`config.mk`:
```
export PLATFORM = sky130hd
export DESIGN_NAME = capture_trigger_ctrl
export DESIGN_NICKNAME = d
export VERILOG_FILES = /design/src/rtl/osc_pkg.sv /design/src/rtl/strobe_sync.sv /design/src/rtl/capture_trigger_ctrl.sv
export SDC_FILE = /design/constraint.sdc
export NUM_CORES = 1
export LEC_CHECK = 0
export ABC_AREA = 1
export CORE_MARGIN = 2
export CORE_UTILIZATION = 46
export CTS_BUF_LIST = sky130_fd_sc_hd__clkbuf_16
export CTS_CLUSTER_DIAMETER = 200
export DETAILED_ROUTE_END_ITERATION = 7
export GPL_TIMING_DRIVEN = 0
export PLACE_DENSITY = 0.81
export SYNTH_ARGS = -nofsm -noshare
export SYNTH_HDL_FRONTEND = slang
export SYNTH_SLANG_ARGS = --single-unit
```
`constraint.sdc`:
```
create_clock -name CLK_50M -period 4.02 [get_ports CLK_50M]
set_clock_uncertainty 0.05 [all_clocks]
set_input_delay 0.402 -clock CLK_50M [delete_from_list [all_inputs] [get_ports CLK_50M]]
set_output_delay 0.402 -clock CLK_50M [all_outputs]
set_load 0.05 [all_outputs]
```
`src/rtl/osc_pkg.sv`:
```
// Shared types and constants for the oscilloscope capture path.
package osc_pkg;

  typedef enum logic [1:0] {
    ST_IDLE    = 2'd0,
    ST_ARMED   = 2'd1,
    ST_CAPTURE = 2'd2,
    ST_DONE    = 2'd3
  } cap_state_t;

  localparam int         DEPTH_DEFAULT = 800;
  localparam logic [7:0] Y_INV         = 8'd255;

  // Screen Y grows downward, so larger samples map to smaller row numbers.
  function automatic logic [7:0] y_invert(input logic [7:0] sample);
    return Y_INV - sample;
  endfunction

endpackage

```
`src/rtl/strobe_sync.sv`:
```
// Brings the asynchronous ADC strobe into CLK_50M and emits a one-cycle
// sample_stb with the sample captured alongside it.
module strobe_sync (
  input  logic       CLK_50M,
  input  logic       RST_N,
  input  logic       AD_CS,
  input  logic [7:0] in_ad_data,
  output logic       sample_stb,
  output logic [7:0] sample_data
);

  logic sync1_reg;
  logic sync2_reg;
  logic sync3_reg;

  // Data is taken while sync2 is still low, i.e. on the same edge that raises
  // sample_stb; in_ad_data has been stable since AD_CS went high.
  always_ff @(posedge CLK_50M or negedge RST_N) begin
    if (!RST_N) begin
      sync1_reg   <= 1'b0;
      sync2_reg   <= 1'b0;
      sync3_reg   <= 1'b0;
      sample_data <= 8'd0;
    end else begin
      sync1_reg <= AD_CS;
      sync2_reg <= sync1_reg;
      sync3_reg <= sync2_reg;
      if (sync1_reg && !sync2_reg)
        sample_data <= in_ad_data;
    end
  end

  assign sample_stb = sync2_reg && !sync3_reg;

endmodule

```
`src/rtl/capture_trigger_ctrl.sv`:
```
// Edge-triggered frame capture controller feeding the capture RAM.
// Optional forced trigger after a timeout in ARMED: define TRIG_TIMEOUT_EN.
module capture_trigger_ctrl
  import osc_pkg::*;
#(
  parameter int DEPTH       = DEPTH_DEFAULT,
  parameter int ADDR_W      = 16,
  parameter int TIMEOUT_CYC = 50_000_000
) (
  input  logic              CLK_50M,
  input  logic              RST_N,
  input  logic              AD_CS,
  input  logic [7:0]        in_ad_data,
  input  logic [7:0]        trig_level,
  input  logic              trig_slope,
  input  logic              arm,
  input  logic              frame_done,
  output logic              wr_en,
  output logic [ADDR_W-1:0] wr_addr,
  output logic [7:0]        wr_data,
  output logic              capture_busy,
  output logic              capture_valid,
  output logic              trig_timeout
);

  cap_state_t        state_reg;
  logic              sample_stb;
  logic [7:0]        sample_data;
  logic [7:0]        prev_reg;
  logic              prev_valid_reg;
  logic              trig_hit;
  logic              tmo_reached;
  logic              enter_armed;
  logic [ADDR_W-1:0] addr_next;

  strobe_sync u_strobe_sync (
    .CLK_50M    (CLK_50M),
    .RST_N      (RST_N),
    .AD_CS      (AD_CS),
    .in_ad_data (in_ad_data),
    .sample_stb (sample_stb),
    .sample_data(sample_data)
  );

  always_comb begin
    trig_hit = 1'b0;
    if (prev_valid_reg) begin
      if (trig_slope)
        trig_hit = (prev_reg < trig_level) && (sample_data >= trig_level);
      else
        trig_hit = (prev_reg >= trig_level) && (sample_data < trig_level);
    end
  end

  assign enter_armed = ((state_reg == ST_IDLE) && arm) ||
                       ((state_reg == ST_DONE) && frame_done);
  assign addr_next   = wr_addr + 1'b1;

`ifdef TRIG_TIMEOUT_EN
  localparam int TW = $clog2(TIMEOUT_CYC + 1);

  logic [TW-1:0] tmo_cnt_reg;
  logic          tmo_flag_reg;

  assign tmo_reached = (tmo_cnt_reg == TW'(TIMEOUT_CYC - 1));

  // Counter saturates at TIMEOUT_CYC-1 so the first strobe afterwards fires.
  always_ff @(posedge CLK_50M or negedge RST_N) begin
    if (!RST_N) begin
      tmo_cnt_reg  <= '0;
      tmo_flag_reg <= 1'b0;
    end else if (enter_armed) begin
      tmo_cnt_reg  <= '0;
      tmo_flag_reg <= 1'b0;
    end else if (state_reg == ST_ARMED) begin
      if (tmo_reached) begin
        if (sample_stb)
          tmo_flag_reg <= 1'b1;
      end else begin
        tmo_cnt_reg <= tmo_cnt_reg + 1'b1;
      end
    end
  end

  assign trig_timeout = tmo_flag_reg;
`else
  assign tmo_reached  = 1'b0;
  assign trig_timeout = 1'b0;
`endif

  always_ff @(posedge CLK_50M or negedge RST_N) begin
    if (!RST_N) begin
      state_reg      <= ST_IDLE;
      wr_en          <= 1'b0;
      wr_addr        <= '0;
      wr_data        <= 8'd0;
      capture_busy   <= 1'b0;
      capture_valid  <= 1'b0;
      prev_reg       <= 8'd0;
      prev_valid_reg <= 1'b0;
    end else begin
      wr_en <= 1'b0;
      case (state_reg)
        ST_IDLE: begin
          if (arm) begin
            state_reg      <= ST_ARMED;
            capture_busy   <= 1'b1;
            prev_valid_reg <= 1'b0;
          end
        end
        ST_ARMED: begin
          if (sample_stb) begin
            prev_reg       <= sample_data;
            prev_valid_reg <= 1'b1;
            if (trig_hit || tmo_reached) begin
              wr_en   <= 1'b1;
              wr_addr <= '0;
              wr_data <= y_invert(sample_data);
              if (DEPTH == 1) begin
                state_reg     <= ST_DONE;
                capture_busy  <= 1'b0;
                capture_valid <= 1'b1;
              end else begin
                state_reg <= ST_CAPTURE;
              end
            end
          end
        end
        ST_CAPTURE: begin
          if (sample_stb) begin
            wr_en   <= 1'b1;
            wr_addr <= addr_next;
            wr_data <= y_invert(sample_data);
            if (addr_next == ADDR_W'(DEPTH - 1)) begin
              state_reg     <= ST_DONE;
              capture_busy  <= 1'b0;
              capture_valid <= 1'b1;
            end
          end
        end
        ST_DONE: begin
          // frame_done alone decides; a coincident arm is irrelevant here.
          if (frame_done) begin
            state_reg      <= ST_ARMED;
            capture_busy   <= 1'b1;
            capture_valid  <= 1'b0;
            prev_valid_reg <= 1'b0;
          end
        end
        default: state_reg <= ST_IDLE;
      endcase
    end
  end

endmodule

```
* Word level (Yosys, flattened, before mapping)
Index checks and enable logic that the tools add are counted.
** Storage, ports and cells
- Register bits :: 49
- Latch bits :: 0
- Memory bits (writable) :: 0
- Memory bits (read-only) :: 0
- Input bits :: 22
- Output and inout port bits :: 28
- Word-level logic and storage cells :: 78
- Memories kept :: 0
** Cells by class
- Add/subtract/negate cells :: 2
- Multipliers :: 0
- Div/mod/pow operators :: 0
- Order comparisons :: 4
- Eq/ne operators :: 10
- Shift operators :: 0
- Mux-type cells :: 33
- Bitwise gates (word level) :: 0
- Reductions and logical operators :: 17
** Operators by type and width (number)
- 16-bit two-way mux :: 3
- 16-bit case mux with 2 select lines :: 1
- 8-bit two-way mux :: 3
- 16-bit by 1-bit adder with 16-bit output, second input constant :: 1
- 16-bit by 10-bit equality test with 1-bit output, second input constant :: 1
- 8-bit >= comparator :: 2
- 8-bit less-than comparator :: 2
- 8-bit case mux with 2 select lines :: 1
- 1-bit two-way mux :: 14
- 2-bit two-way mux :: 6
- 2-bit != test, second input constant :: 6
- 4-bit AND reduction :: 3
- 2-bit case mux with 4 select lines :: 1
- 8-bit subtractor, first input constant :: 1
- 1-bit case mux with 3 select lines :: 2
- 6-bit AND reduction :: 1
- 3-bit nonzero test :: 2
- 5-bit AND reduction :: 1
- 2-bit equality test, second input constant :: 2
- 1-bit logical AND :: 4
- 1-bit case mux with 2 select lines :: 2
- 2-bit nonzero test :: 2
- 2-bit by 1-bit equality test with 1-bit output, second input constant :: 1
- 1-bit logical NOT :: 2
- other kinds (2) :: 2

* Logic depth before layout (Yosys ltp)
Gate-level depths: netlist (run 1).
- Word-level depth :: 7
- Mapped depth :: 18

* Hierarchy
A second synthesis (run 1) with hierarchy kept.
** Second synthesis, totals
- Cells, all modules :: 406
- Area total of the unflattened synthesis :: 3104.2 µm²
** By module, submodules not included
- capture_trigger_ctrl :: times used 1, cells an instance 367, area an instance 2698.8 µm², sequential area each 950.9 µm²
- strobe_sync :: times used 1, cells an instance 39, area an instance 405.4 µm², sequential area each 275.3 µm²

* Least setup slack after synthesis (run 1)
OpenSTA, ideal clock, no wires.
- Kind :: register to register
- Start :: register wr_addr[1]
- End :: register capture_valid
- Arrival time :: 2090 ps
- Slack :: 1761 ps
- Cell stages (with the launch flop) :: 15
- Buffers on the path :: 0
- Period minus slack after synthesis :: 2259 ps
- Path through :: dfrtp_1 ha_1 nand2_1 nor2_4 nand2_2 nor2_4 nand3_2 nand2_1 nand2_2 nor2_2 nand2_2 nand2_4 nand3_1 nand2_1 nand2_1
** On the way
- Longest elaborated chain between the ends :: 4
** RTL lines
- from (decl) :: RTL line capture_trigger_ctrl.sv:19 : output logic [ADDR_W-1:0] wr_addr,
- from (signal assigned) :: RTL line capture_trigger_ctrl.sv:132 : wr_addr <= addr_next;
- 16-bit by 1-bit adder with 16-bit output :: RTL line capture_trigger_ctrl.sv:57 : assign addr_next = wr_addr + 1'b1;
- 16-bit by 10-bit equality test with 1-bit output :: RTL line capture_trigger_ctrl.sv:134 : if (addr_next == ADDR_W'(DEPTH - 1)) begin
- 2-bit != test (no source line)
- 4-bit AND reduction (no source line)
- to (signal assigned) :: RTL line capture_trigger_ctrl.sv:122 : capture_valid <= 1'b1;
- to (signal assigned) :: RTL line capture_trigger_ctrl.sv:137 : capture_valid <= 1'b1;
- to (signal assigned) :: RTL line capture_trigger_ctrl.sv:146 : capture_valid <= 1'b0;
- to (decl) :: RTL line capture_trigger_ctrl.sv:22 : output logic capture_valid,
Every way passes these cells.
A chain may end at the register's enable or synchronous reset.

* Worst setup path after layout (run 1)
- Start :: input port trig_level[5]
- End :: register wr_addr[14]
** On the way
- Longest elaborated chain between the ends :: 6
- Elaborated cells between the ends (all ways) :: 10
** RTL lines
- from (decl) :: RTL line capture_trigger_ctrl.sv:14 : input logic [7:0] trig_level,
- 8-bit >= comparator (tied with other cells) :: RTL line capture_trigger_ctrl.sv:51 : trig_hit = (prev_reg >= trig_level) && (sample_data < trig_level);
- 1-bit logical AND (on tied branches) :: RTL line capture_trigger_ctrl.sv:51, capture_trigger_ctrl.sv:49
- 1-bit two-way mux * :: RTL line capture_trigger_ctrl.sv:48 : if (trig_slope)
- 1-bit two-way mux * :: RTL line capture_trigger_ctrl.sv:47 : if (prev_valid_reg) begin
- 2-bit != test (no source line) *
- 4-bit AND reduction (no source line) *
Mark *: on every way between the ends. The rest lies on a longest branch, timed or not.

==> results of run 1 <==
logic make-up (layout without fill, tap and decap cells):
kind of cell    Yosys count  count (layout)  synth area share
xor+xnor                  2               2           0.00830
fa+ha+maj                24              24            0.0996
simple gates            192             192             0.295
other cells               1               1           0.00124
buf+inv                  55             113            0.0772
compound gates           46              46            0.0817
flops                    49              49             0.407
mux                       8               8            0.0299
metal layers:
layer / up-vias / global-route usage
met5: - / 0
met4: 0 / 0.0519
met3: 8 / 0.0302
met2: 45 / 0.357
met1: 1248 / 0.238
li1: 1318 / -
cells in the final DEF (no fill, tap or decap), types with 3 or more instances in the layout:
cell,n
a21oi_1,11
buf_4,3
clkbuf_1,5
clkbuf_16,5
clkdlybuf4s50_1,47
dfrtp_1,49
ha_1,24
inv_1,46
mux2_2,8
nand2_1,112
nand2_2,8
nand3_1,17
nand3_2,6
nand4_1,8
nor2_1,24
nor2_2,5
nor2_4,4
o21ai_0,12
o21ai_1,18
synth_stat cells:
cell	count	share of area
nand2_1	112	0.14
dfrtp_1	49	0.41
inv_1	45	0.056
ha_1	24	0.10
nor2_1	24	0.030
o21ai_1	18	0.030
nand3_1	17	0.028
o21ai_0	12	0.020
a21oi_1	11	0.018
mux2_2	8	0.030
nand2_2	8	0.017
nand4_1	8	0.017
nand3_2	6	0.020
clkbuf_1	5	0.0062
nor2_2	5	0.010
nor2_4	4	0.015
buf_4	3	0.0075
buf_6	2	0.0075
nand2_4	2	0.0075
nor3_1	2	0.0033
o21bai_1	2	0.0050
or2_2	2	0.0041
a21o_1	1	0.0025
and2_1	1	0.0021
conb_1	1	0.0012
nand3b_1	1	0.0025
o21ai_2	1	0.0029
o32a_1	1	0.0033
xnor2_1	1	0.0029
xnor2_2	1	0.0054
worst max path at each step:
stage	slack (ns)	to	from	depth (start not counted)
global route	1.28	wr_addr[15]$_DFFE_PN0P_	trig_level[5]	14
detailed placement	1.23	wr_addr[14]$_DFFE_PN0P_	trig_level[6]	14
floorplan	1.76	capture_valid$_DFFE_PN0P_	wr_addr[1]$_DFFE_PN0P_	14
CTS	1.51	wr_addr[14]$_DFFE_PN0P_	trig_level[5]	14
global placement	1.06	state_reg[1]$_DFFE_PN0P_	RST_N	1
finish	1.50	wr_addr[14]$_DFFE_PN0P_	trig_level[5]	14
layout make-up:
cell class | instances | area, sq um | area share
Buffer | 10 | 63.8 | 0.0169
Clock buffer | 5 | 125 | 0.0331
Clock inverter | 3 | 37.5 | 0.00993
Inverter | 45 | 169 | 0.0447
Multi-Input combinational cell | 273 | 1560 | 0.412
Sequential cell | 49 | 1230 | 0.324
Tap cell | 77 | 96.3 | 0.0255
Timing Repair Buffer | 50 | 505 | 0.134
worst max-delay path, cell delays in order:
cell and delay (ns):
clkdlybuf4s50_1 0.45, inv_1 0.06, ha_1 0.31, a21oi_1 0.21, nor2_1 0.06, nor2_1 0.08
nand3_1 0.08, nand2_1 0.08, nand2_1 0.06, nand3_2 0.09, nand2_2 0.08, nand2_1 0.12
clkbuf_1 0.41, o21ai_1 0.12
power by group through the flow:
| stage | logic, mW | registers [mW] | clock network [mW] |
|---|---|---|---|
| after floorplan | 0.426 | 0.851 | 0 |
| final | 0.843 | 0.704 | 0.466 |
| after global routing | 0.940 | 0.721 | 0.494 |
| after global placement | 0.801 | 0.704 | 0 |
| after detailed placement | 0.834 | 0.711 | 0 |
| after CTS | 0.846 | 0.703 | 0.471 |
repair_timing:
action,CTS,global route
hold buffers,1,0
setup endpoints to repair,0,0
hold endpoints to repair,10,0
==> out/qor.txt, run 1 <==
status: completed
fin crit period: 2.52 ns
initial antenna violation count: 0
FF-to-FF Start: u_strobe_sync.sample_data[5]$_DFFE_PN0P_
largest net degree at the start of global routing: 40
sw power: 802 uW
Core Util, Final: 0.595
crit-path max FO: 10
RR Endpoint: wr_addr[14]$_DFFE_PN0P_
CTS Buf Count: 5
layout cell share with drive strength beyond 1: 0.115
max cap viols: 0
DP HPWL: 5.11 mm
RSZ-0062 raised after global routing: false
reg2reg setup slack: 1.69 ns
cts repair resizes: 0
Warnings, synthesis: 0
row count: 29
clock power share: 0.232
gr usage total: 0.195
final worst setup slack: 1.50 ns
CP arrival: 2.63 ns
Longest Clk Path Bufs: 2
first-pass iteration count of the detailed router: 4
start point of the worst hold path: u_strobe_sync.sync2_reg$_DFF_PN0_
vias per cell: 5.12
Post-DP Area: 3610 sq um
initial core utilization: 0.475
Placed Cells: 503
hold depth: 0
Avg Cell Area, Syn: 8.00 sq um
die width: 85.0 um
Netlist Area Pre-Place: 3020 sq um
combinational share of power: 0.419
Pint: 1.21 mW
register area share after synthesis: 0.407
final global-route overflow total: 0
Crit. End Element: flop
WL met3: 217 um
sw frac: 0.398
clk_lat worst skew: 0.29 ns
pwr dens: 533 nW/um^2
Final Hold Slack: 0.332 ns
Setup violations, final: 0
wl on met1: 2.82 mm
Synthesized Nets: 423
Mapped Cells: 377
DR top layer: met4
CTS H-tree lvls: 2
vias in the first global route: 2494
Fmax: 396 MHz
clk sink count: 49
final wirelength: 6.64 mm
Total Die Area: 7220 sq um
Post-Layout Cell Count: 512
Antenna Diode Count: 0
remaining antenna violation count: 0
maximum VDD drop: 0.240 mV
Core ar.: 6350 sq um
Req. time, crit path: 4.12 ns
final hold vios: 0
routed len/inst: 13.0 um
Starting DRT DRC Count: 119
area grow syn2layout: 25.4%
die height: 85.0 um
DRC viols: 0
Seq pwr share: 0.350
hold worst-path end: u_strobe_sync.sync3_reg$_DFF_PN0_
fill count: 563
TNS Setup: 0 ns
layout net count: 480
final instance area: 3780 sq um
CTS root buf: clkbuf_16
CTS tree: done
Slew Viols, Final: 0
global-route wire length before repair: 11.4 mm
io pins: 50
Worst setup SP type: input port
Largest Register: wr_addr
postcts setup bufs: 0
Distinct cells, synth: 30
Worst-path clk slew: 0.06 ns
FF-to-FF path depth: 12
#FFs+latches synth: 49
Vias: 2619
Slew @ Worst Pin: 0.510 ns
Tot Pwr: 2.01 mW
Max-slew headroom: 0.659
max reg flops: 16
Min-Delay Path Class: reg -> reg
GPL Wtd Cong: 0.857
Final Cycle Share: 0.628
CP Class: in -> reg
Lkg Pwr: 1.75 nW
worst slack, placed: 1.23 ns
met2 WL: 3.53 mm
Port Buffers: 48
No activity file was read; power rests on OpenSTA's default activity.
==> run 2, diff against run 1 <==
==> constraint.sdc (replaced) <==
create_clock -name CLK_50M -period 2.4 [get_ports CLK_50M]
set_clock_uncertainty 0.05 [all_clocks]
set_input_delay 0.24 -clock CLK_50M [delete_from_list [all_inputs] [get_ports CLK_50M]]
set_output_delay 0.24 -clock CLK_50M [all_outputs]
set_load 0.05 [all_outputs]
==> out/qor.txt, run 2 (synthesized netlist as in run 1, its figures left out) <==
combinational share of power: 0.424
Req. time, crit path: 2.51 ns
maximum VDD drop: 0.402 mV
clk_lat worst skew: 0.29 ns
max cap viols: 0
io pins: 50
global-route wire length before repair: 11.4 mm
largest net degree at the start of global routing: 40
final wirelength: 6.76 mm
die height: 85.0 um
routed len/inst: 13.2 um
Lkg Pwr: 1.76 nW
CP peak stage delay: 0.45 ns
row count: 29
slowest library cell on the worst path: clkdlybuf4s50_1
Fmax: 442 MHz
layout cell share with drive strength beyond 1: 0.126
CTS tree: done
Starting DRT DRC Count: 94
initial antenna violation count: 0
remaining antenna violation count: 0
pwr dens: 898 nW/um^2
initial core utilization: 0.475
final global-route overflow total: 0
Setup violations, final: 0
sw power: 1.36 mW
DRC viols: 0
gr usage total: 0.195
Final Cycle Share: 0.944
clk sink count: 49
Vias: 2653
crit-path max FO: 10
CTS root buf: clkbuf_16
first-pass iteration count of the detailed router: 4
Worst-path clk slew: 0.07 ns
Min-Delay Path Class: in -> async
final instance area: 3800 sq um
CP Class: in -> reg
Total Die Area: 7220 sq um
Slew @ Worst Pin: 0.510 ns
max reg flops: 16
DP HPWL: 5.11 mm
Slew Viols, Final: 0
Final Hold Slack: 0.306 ns
CP cell instances: clkdlybuf4s50_1 > inv_1 > ha_1 > nand2_1 > nand2_1 > o21bai_1 > a21oi_1 > nand2_1 > nand2_1 > nand3_2 > nand2_2 > nand2_2 > buf_6 > buf_6 > nand2_1 > o21ai_0
clock power share: 0.230
Worst setup SP type: input port
Crit. End Element: flop
Antenna Diode Count: 0
Core ar.: 6350 sq um
layout net count: 481
Port Buffers: 48
Largest Register: wr_addr
sw frac: 0.400
final hold vios: 0
critical path's top delay family: buffers and inverters
vias in the first global route: 2494
CTS Buf Count: 5
vias per cell: 5.17
Tot Pwr: 3.41 mW
most common cell after layout, fill and taps aside: nand2_1
Seq pwr share: 0.346
Pint: 2.05 mW
Longest Clk Path Bufs: 2
die width: 85.0 um
cell mode on critical path: nand2_1
Crit path buffers/inverters: 4
status: completed
fin crit period: 2.26 ns
most frequent cells in the layout: nand2_1, dfrtp_1, clkdlybuf4s50_1, inv_1
CTS H-tree lvls: 2
CP arrival: 2.38 ns
Max-slew headroom: 0.659
area grow syn2layout: 26.0%
Post-DP Area: 3610 sq um
GPL Wtd Cong: 0.857
[run 2: changes by cell type in the layout (fill, tap and decap cells not counted), sizes merged]
cell / previous run / this run
buf: 7 / 8
[run 2: through the flow]
stage / std cells / setup TNS, ns / util / setup slack (ns)
finish: 513 / 0 / 0.598 / 0.136
global route: 513 / -0.0258 / 0.598 / -0.0258
CTS: 512 / 0 / 0.595 / 0.0532
detailed placement: 503 / -4.09 / 0.568 / -0.229
global placement: 502 / -22.10 / 0.566 / -0.393
floorplan: 377 / 0 / - / 0.141
[run 2: layer usage]
layer	part of all wire	routed length, um	global-route usage	vias to the layer above
li1	-	-	-	1319
met1	0.42	2870	0.238	1273
met2	0.53	3590	0.357	53
met3	0.033	221	0.0302	8
met4	0.011	76	0.0519	0
met5	0	0	0	-
[run 2: power groups by stage]
stage          logic (mW)  clock network [mW]  registers, mW
3_5_place_dp         1.40                   0           1.19
3_3_place_gp         1.34                   0           1.18
4_1_cts              1.42               0.790           1.18
6_report             1.45               0.784           1.18
5_1_grt              1.60               0.828           1.21
2_1_floorplan       0.714                   0           1.42
[run 2: what timing repair did]
action	4_1_cts	5_1_grt
endpoints found under the hold margin	10	0
hold buffers	1	0
endpoints found under the setup margin	0	24
buffers inserted	0	1
gates resized for setup	0	7
[run 2: cell type report]
type	count	area (sq um)
Clock buffer	5	125
Tap cell	77	96.3
Multi-Input combinational cell	273	1560
Clock inverter	3	37.5
Fill cell	561	2550
Inverter	45	169
Timing Repair Buffer	51	513
Sequential cell	49	1230
Buffer	10	70.1
[run 2: final timing paths]
check	from	endpoint	slack, ns	cells after the start
max	trig_level[7]	wr_addr[15]$_DFFE_PN0P_	0.14	16
min	RST_N	wr_addr[3]$_DFFE_PN0P_	0.31	2
max reg2reg	u_strobe_sync.sample_data[7]$_DFFE_PN0P_	wr_addr[15]$_DFFE_PN0P_	0.18	14
min reg2reg	u_strobe_sync.sync2_reg$_DFF_PN0_	u_strobe_sync.sync3_reg$_DFF_PN0_	0.33	0
max in group asynchronous	RST_N	prev_reg[1]$_DFFE_PN0P_	1.50	3
min in group CLK_50M	u_strobe_sync.sync2_reg$_DFF_PN0_	u_strobe_sync.sync3_reg$_DFF_PN0_	0.33	0
[run 2: worst reg2reg max path, cell delays in order, from the launching register on]
cell,delay [ns]
dfrtp_1,0.42
ha_1,0.31
nand2_1,0.08
nand2_1,0.08
o21bai_1,0.16
a21oi_1,0.11
nand2_1,0.08
nand2_1,0.08
nand3_2,0.11
nand2_2,0.11
nand2_2,0.08
buf_6,0.15
buf_6,0.14
nand2_1,0.05
o21ai_0,0.08
